$ cat src/rtl/cpu_pkg.sv
`default_nettype none
// ============================================================================
// Module      : cpu_pkg
// Description : Shared definitions for the 32-bit RISC CPU front end.
//               Holds the fetch FSM state type, the jump-select encoding
//               driven by the controller, and the default reset PC.
// Revision    : 1.0 - initial release
// ============================================================================
package cpu_pkg;

  // Fetch stage states: RST is a one-cycle landing state after reset so
  // the first request is raised on the cycle after reset release.
  typedef enum logic [1:0] {
    RST   = 2'd0,
    FETCH = 2'd1,
    ISSUE = 2'd2
  } fetch_state_t;

  // Controller jump select; 2'b11 is reserved and behaves like JMP_SEQ.
  localparam logic [1:0] JMP_SEQ = 2'b00;
  localparam logic [1:0] JMP_ABS = 2'b01;
  localparam logic [1:0] JMP_REG = 2'b10;

  localparam logic [31:0] RESET_PC_DEFAULT = 32'h0000_0000;

endpackage : cpu_pkg
`default_nettype wire

$ cat src/rtl/fetch_unit_pc_next_mux.sv
`default_nettype none
// ============================================================================
// Module      : pc_next_mux
// Description : Combinational next-PC selection for the fetch stage.
//               Priority: absolute jump, register jump, taken branch,
//               sequential. Register and branch targets are word aligned
//               by clearing their two low bits.
// Ports       : pcplus4       in  n   sequential successor of pc
//               instr_index   in  26  instr[25:0], J/JAL word index
//               jump          in  2   jump select (see cpu_pkg)
//               pcsrc         in  1   branch taken
//               branch_target in  n   branch destination
//               jr_target     in  n   register destination for JR
//               next_pc       out n   selected next PC
// Revision    : 1.0 - initial release
// ============================================================================
module pc_next_mux
  import cpu_pkg::*;
#(
  parameter int n = 32
) (
  input  logic [n-1:0] pcplus4,
  input  logic [25:0]  instr_index,
  input  logic [1:0]   jump,
  input  logic         pcsrc,
  input  logic [n-1:0] branch_target,
  input  logic [n-1:0] jr_target,
  output logic [n-1:0] next_pc
);

  localparam logic [n-1:0] ALIGN_MASK  = ~n'(3);
  // Absolute jumps keep the 256 MiB region of the sequential successor.
  localparam logic [n-1:0] REGION_MASK = ~n'(32'h0FFF_FFFF);

  logic [n-1:0] abs_target;

  assign abs_target = (pcplus4 & REGION_MASK) | n'({instr_index, 2'b00});

  always_comb begin
    next_pc = pcplus4;
    if (jump == JMP_ABS) begin
      next_pc = abs_target;
    end else if (jump == JMP_REG) begin
      next_pc = jr_target & ALIGN_MASK;
    end else if (pcsrc) begin
      next_pc = branch_target & ALIGN_MASK;
    end
  end

endmodule : pc_next_mux
`default_nettype wire

$ cat src/rtl/fetch_unit.sv
`default_nettype none
// ============================================================================
// Module      : fetch_unit
// Description : Instruction fetch stage. Owns the PC, requests instructions
//               from a variable-latency memory, holds the fetched word for
//               the controller/datapath and advances the PC on retire.
// Ports       : clk, reset (sync, active low)
//               imem_req/imem_addr out, imem_ready/imem_rdata in
//               instr/instr_valid out, retire in
//               pcsrc, jump, branch_target, jr_target in (next-PC inputs)
//               pc, pcplus4, instr_count out
// Revision    : 1.0 - initial release
// ============================================================================
module fetch_unit
  import cpu_pkg::*;
#(
  parameter int          n        = 32,
  parameter logic [31:0] RESET_PC = RESET_PC_DEFAULT
) (
  input  logic         clk,
  input  logic         reset,
  output logic         imem_req,
  output logic [n-1:0] imem_addr,
  input  logic         imem_ready,
  input  logic [31:0]  imem_rdata,
  output logic [31:0]  instr,
  output logic         instr_valid,
  input  logic         retire,
  input  logic         pcsrc,
  input  logic [1:0]   jump,
  input  logic [n-1:0] branch_target,
  input  logic [n-1:0] jr_target,
  output logic [n-1:0] pc,
  output logic [n-1:0] pcplus4,
  output logic [31:0]  instr_count
);

  localparam logic [n-1:0] PC_STEP = n'(4);

  fetch_state_t state_q, state_d;
  logic [n-1:0] pc_q, pc_d;
  logic [31:0]  instr_q, instr_d;
  logic         instr_valid_q, instr_valid_d;
  logic [31:0]  instr_count_q, instr_count_d;
  logic [n-1:0] next_pc;

  assign pc          = pc_q;
  assign pcplus4     = pc_q + PC_STEP;
  assign instr       = instr_q;
  assign instr_valid = instr_valid_q;
  assign instr_count = instr_count_q;
  // Request and address come straight from registers, so they are stable
  // for as long as the memory keeps imem_ready low.
  assign imem_req    = (state_q == FETCH);
  assign imem_addr   = pc_q;

  pc_next_mux #(
    .n (n)
  ) u_pc_next_mux (
    .pcplus4       (pcplus4),
    .instr_index   (instr_q[25:0]),
    .jump          (jump),
    .pcsrc         (pcsrc),
    .branch_target (branch_target),
    .jr_target     (jr_target),
    .next_pc       (next_pc)
  );

  always_comb begin
    state_d       = state_q;
    pc_d          = pc_q;
    instr_d       = instr_q;
    instr_valid_d = instr_valid_q;
    instr_count_d = instr_count_q;
    unique case (state_q)
      RST: begin
        state_d = FETCH;
      end
      FETCH: begin
        if (imem_ready) begin
          instr_d       = imem_rdata;
          instr_valid_d = 1'b1;
          state_d       = ISSUE;
        end
      end
      ISSUE: begin
        if (retire) begin
          pc_d          = next_pc;
          instr_valid_d = 1'b0;
          instr_count_d = instr_count_q + 32'd1;
          state_d       = FETCH;
        end
      end
      default: begin
        state_d = RST;
      end
    endcase
  end

  always_ff @(posedge clk) begin
    if (!reset) begin
      state_q       <= RST;
      pc_q          <= n'(RESET_PC);
      instr_q       <= '0;
      instr_valid_q <= 1'b0;
      instr_count_q <= '0;
    end else begin
      state_q       <= state_d;
      pc_q          <= pc_d;
      instr_q       <= instr_d;
      instr_valid_q <= instr_valid_d;
      instr_count_q <= instr_count_d;
    end
  end

endmodule : fetch_unit
`default_nettype wire

$ cat config.mk
export PLATFORM = sky130hd
export DESIGN_NAME = fetch_unit
export DESIGN_NICKNAME = d
export VERILOG_FILES = /design/src/rtl/cpu_pkg.sv /design/src/rtl/fetch_unit_pc_next_mux.sv /design/src/rtl/fetch_unit.sv
export SDC_FILE = /design/constraint.sdc
export NUM_CORES = 1
export LEC_CHECK = 0
export ABC_CLOCK_PERIOD_IN_PS = 5400
export CORE_MARGIN = 5
export CORE_UTILIZATION = 48
export CTS_BUF_LIST = sky130_fd_sc_hd__clkbuf_8
export CTS_CLUSTER_DIAMETER = 150
export DETAILED_ROUTE_END_ITERATION = 7
export GPL_TIMING_DRIVEN = 0
export PLACE_DENSITY = 0.9
export REMOVE_ABC_BUFFERS = 1
export SLEW_MARGIN = 15
export SYNTH_ARGS = -nofsm -noshare
export SYNTH_HDL_FRONTEND = slang
export SYNTH_SLANG_ARGS = --single-unit
$ cat constraint.sdc
create_clock -name clk -period 5.4 [get_ports clk]
set_input_delay 0.54 -clock clk [delete_from_list [all_inputs] [get_ports clk]]
set_output_delay 0.54 -clock clk [all_outputs]
set_load 0.01 [all_outputs]
* Word-level counts from Yosys, hierarchy flattened *
Cells that the tools add are included.

storage, ports and cells
  bits in registers = 99
  input bits = 103
  output and inout port bits = 162
  word-level logic and storage cells = 29

operators by class
  add/subtract/negate cells = 2
  equality and inequality tests = 6
  mux-type cells = 9
  bitwise gates (word level) = 1
  reduce and logical (&&, ||, !) cells = 6

operators by type and width
  cell                   number
  $mux 32                3
  $add 32x1->32 const B  1
  $add 32x3->32 const B  1
  $or 32x28->32          1
  $pmux 2 s3             1
  $reduce_and 2->1       3
  $eq 2x1->1 const B     2
  $eq 2x2->1 const B     2
  $mux 2                 2
  $reduce_and 3->1       1
  $logic_not 2->1        1
  $mux 1                 2
  $ne 2x1->1 const B     1
  $ne 2x2->1 const B     1
  $pmux 1 s2             1
  $reduce_bool 2->1      1

* Longest topological paths before layout *
  word-level depth = 4
  depth in mapped cells = 8
  gate-level depth less buffers = 6

* By module *
A second synthesis with hierarchy kept.

unflattened totals
  cells, all modules = 763
  area total of the unflattened synthesis = 5,886.9 µm²

modules (own cells, without submodules)
  module       times used  cells an instance  area each (µm²)  sequential area each (µm²)
  fetch_unit   1           586                4,555.6          1,981.9
  pc_next_mux  1           177                1,331.3          0.0

* Worst setup path before layout *
Ideal clock, no wire load.

  path kind = reg2out
  from = reg pc_q[2], in the netlist imem_addr[2]
  to = out pcplus4[22]
  arrival time = 1,707 ps
  required time = 4,860 ps
  slack = 3,153 ps
  cell stages (with the launch flop) = 6
  path buffers = 0
  path through = dfxtp_1 -> ha_1 -> nand3_1 -> nor2_4 -> a41oi_1 -> or2_2

between the ends
  longest elaborated chain between the ends = 1

ends and longest elaborated chain
  element                   line               source
  start: declaration        fetch_unit.sv:41   logic [n-1:0] pc_q, pc_d;
  start signal: assignment  fetch_unit.sv:103  pc_q <= n'(RESET_PC);
  start signal: assignment  fetch_unit.sv:109  pc_q <= pc_d;
  $add 32x3->32             fetch_unit.sv:48   assign pcplus4 = pc_q + PC_STEP;
  end: declaration          fetch_unit.sv:34   output logic [n-1:0] pcplus4,

No other way between the ends.

* Worst setup path after layout *
  from = reg pc_q[4], in the netlist imem_addr[4]
  to = out pcplus4[27]

Same word-level chain as after synthesis.

==> impl_metrics.toml <==
[run_status]
outcome = "finished clean"

[floorplan]
num_io_pins = 265
start_util_pct = 49.21
coreArea_mm2 = 0.01267
dieWidth_um = 124.0
row_count = 41
dieArea_mm2 = 0.01537
die_h_um = 124.0

[power_and_ir_drop]
pwr_density_cell_mw_per_mm2 = 179.2
p_seq_share_pct = 48.2
p_clk_share_pct = 32.1
peakVddDrop_mv = 0.1712
p_int_mw = 1.124
swShare_pct = 28.58
leakagePower_nw = 3.128
comb_power_share_pct = 19.7
p_sw_uw = 450.0

[cts]
cts_tree = "done"
cts-root-buf = "clkbuf_8"
clkTransAtPathRegs_ps = 100
postCtsSetupBuffers = 0
clk_latency_ps = 380
numCtsBuffers = 9
clock_sinks = 97
cts_repair_resize_count = 0
hold_buffers = 0
h-tree-depth = 3
clockBufferDepth = 2

[sta]
worst_slew_pin_slew_ps = 1155
timing.final.crit_share_pct = 68.78
fin_skew_ps = 7.949
max_clock_freq_mhz = 269.2
maxSlewHeadroom_pct = 22.72
rsz0062_at_grt = "false"
setup_tns_ps = 0
maxSlewViolCount = 0
fin_crit_ps = 3714
hold_viol_final = 0
setup_viol = 0

[final_layout]
finalNetCount = 1102
area_growth_pct = 40.87
fillers = 1036
final_area_mm2 = 0.008785
drive_gt1_share_pct = 5.495
antenna_cells = 0
finalNonFillerCells = 1173

[worst_setup_path]
arrival_ps = 3170
worstSetupStartpointType = "flop"
path_max_fanout = 12
crit_path_end_kind = "output pin"
crit_type = "reg2out"
worstPathRequired_ps = 4860

[drt]
drtIter0Drc = 584
vias = 6858
wl_per_cell_um = 19.12
dr.pass1.iters = 5
wl_mm = 22.43
ant_nets = 0
via_per_inst = 5.847
remaining_drc_errors = 0

[synth]
synth_area_leaders = "dfxtp_1, nand2_1, buf_4, xnor2_1, xor2_1"
yosysUniqueCellTypes = 78
yosysSeqAreaShare_pct = 31.14
synthCells = 815
synth_common_cells = "nand2_1, dfxtp_1, nor2_1"
synth_flop_cell = "dfxtp_1"
syn_area_per_cell_um2 = 7.652
synthArstFlopShare_pct = 0
post-synth-top-count-cell = "nand2_1"
netlist.area_leader.share_pct = 31.14
synth.largest_area_cell = "dfxtp_1"
ys_seq_elements = 97
ys_warn_count = 0
synth_edf_count = 0
synth_area_mm2 = 0.006236

[global_routing]
track_usage_pct = 28.33
grt_pass1_vias = 6501
grt_pass1_wl_mm = 34.06
gr-total-overflow = 0
antenna_found_initial = 0
grt_max_degree = 45

[placed_design]
port-buffer-count = 254
gp_congestion = 0.8618
place_inst = 1158
dp_hpwl_mm = 16.04
place_area_mm2 = 0.008583

[flow_run]
drv_cap = 0

[worst_hold_path]
holdCritPathClass = "reg2reg"
-- flip-flops by register name, indices dropped and copies added (netlist names) --
signal       flops
instr_count     32
state_q          2
imem_addr       30
instr           32
instr_valid      1
-- layout make-up --
| class | instances | area [um^2] | area share, % |
|---|---|---|---|
| Multi-Input combinational cell | 614 | 3751 | 42.70 |
| Timing Repair Buffer | 259 | 2615 | 29.77 |
| Sequential cell | 97 | 1942 | 22.11 |
| Tap cell | 172 | 215.2 | 2.450 |
| Clock buffer | 10 | 137.6 | 1.567 |
| Clock inverter | 5 | 63.81 | 0.7264 |
| Inverter | 16 | 60.06 | 0.6837 |
-- through the flow --
stage	worst slack, ps	power, mW	utilization [%]	hold slack [ps]
floorplan	2867	0.8840	-	480.5
global placement	122.4	1.075	67.09	441.4
detailed placement	1814	1.083	67.74	449.4
CTS	1722	1.577	69.33	464.1
global route	1532	1.628	69.33	489.4
finish	1686	1.574	69.33	463.3
-- power by group through the flow --
stage	registers (mW)	logic [mW]	clock network, mW
4_1_cts	0.758	0.310	0.510
3_5_place_dp	0.774	0.308	0
6_report	0.758	0.310	0.506
5_1_grt	0.761	0.335	0.531
3_3_place_gp	0.773	0.302	0
2_1_floorplan	0.779	0.105	0
-- worst paths after layout --
check / from / end / cells past startpoint / slack, ps
worst max-delay path: imem_addr[4]$_SDFFE_PN0P_ / pcplus4[27] / 6 / 1690
worst min register to register: instr[26]$_SDFFE_PN0P_ / instr[26]$_SDFFE_PN0P_ / 2 / 460
worst max register to register: state_q[0]$_SDFFE_PN0P_ / instr_count[27]$_SDFFE_PN0P_ / 5 / 2620
worst min-delay path: instr[26]$_SDFFE_PN0P_ / instr[26]$_SDFFE_PN0P_ / 2 / 460
-- placed cells by master, fill, tap and decap left out, types with 23 or more instances in the layout --
| cell | Yosys | layout |
|---|---|---|
| clkdlybuf4s50_1 | 0 | 250 |
| nand2_1 | 135 | 134 |
| dfxtp_1 | 97 | 97 |
| nor2_1 | 55 | 55 |
| a21oi_1 | 37 | 37 |
| nand3_1 | 31 | 31 |
| o21ai_0 | 31 | 31 |
| xnor2_1 | 27 | 27 |
| xor2_1 | 24 | 24 |
| a21boi_0 | 23 | 23 |
-- critical path, stage by stage, from the launching register on --
cell and delay, ps:
dfxtp_1 510, nand4_2 410, nor2_2 530, nand4b_1 370
nor2_1 230, xnor2_1 160, clkdlybuf4s50_1 590
-- cells by family (layout without fill, tap and decap cells) --
| family | Yosys count | count (layout) | share of synthesized area [%] |
|---|---|---|---|
| adders and majority gates | 2 | 2 | 0.4012 |
| muxes | 11 | 11 | 1.806 |
| DFF | 97 | 97 | 31.14 |
| other | 1 | 6 | 0.06013 |
| AOI/OAI and AO/OA | 192 | 192 | 21.29 |
| buffers and inverters | 109 | 290 | 9.169 |
| xor gates and xnor gates | 51 | 51 | 7.163 |
| and+or+nand+nor | 352 | 352 | 28.97 |
-- per-layer routing --
metal	share of wire [%]	track usage, %	wire length (um)
met1	40	34.75	8992
met2	47	48.39	10650
met3	10	6.994	2238
met4	2.5	9.856	552
met5	0	0	0
(Power assumes the default switching activity.)
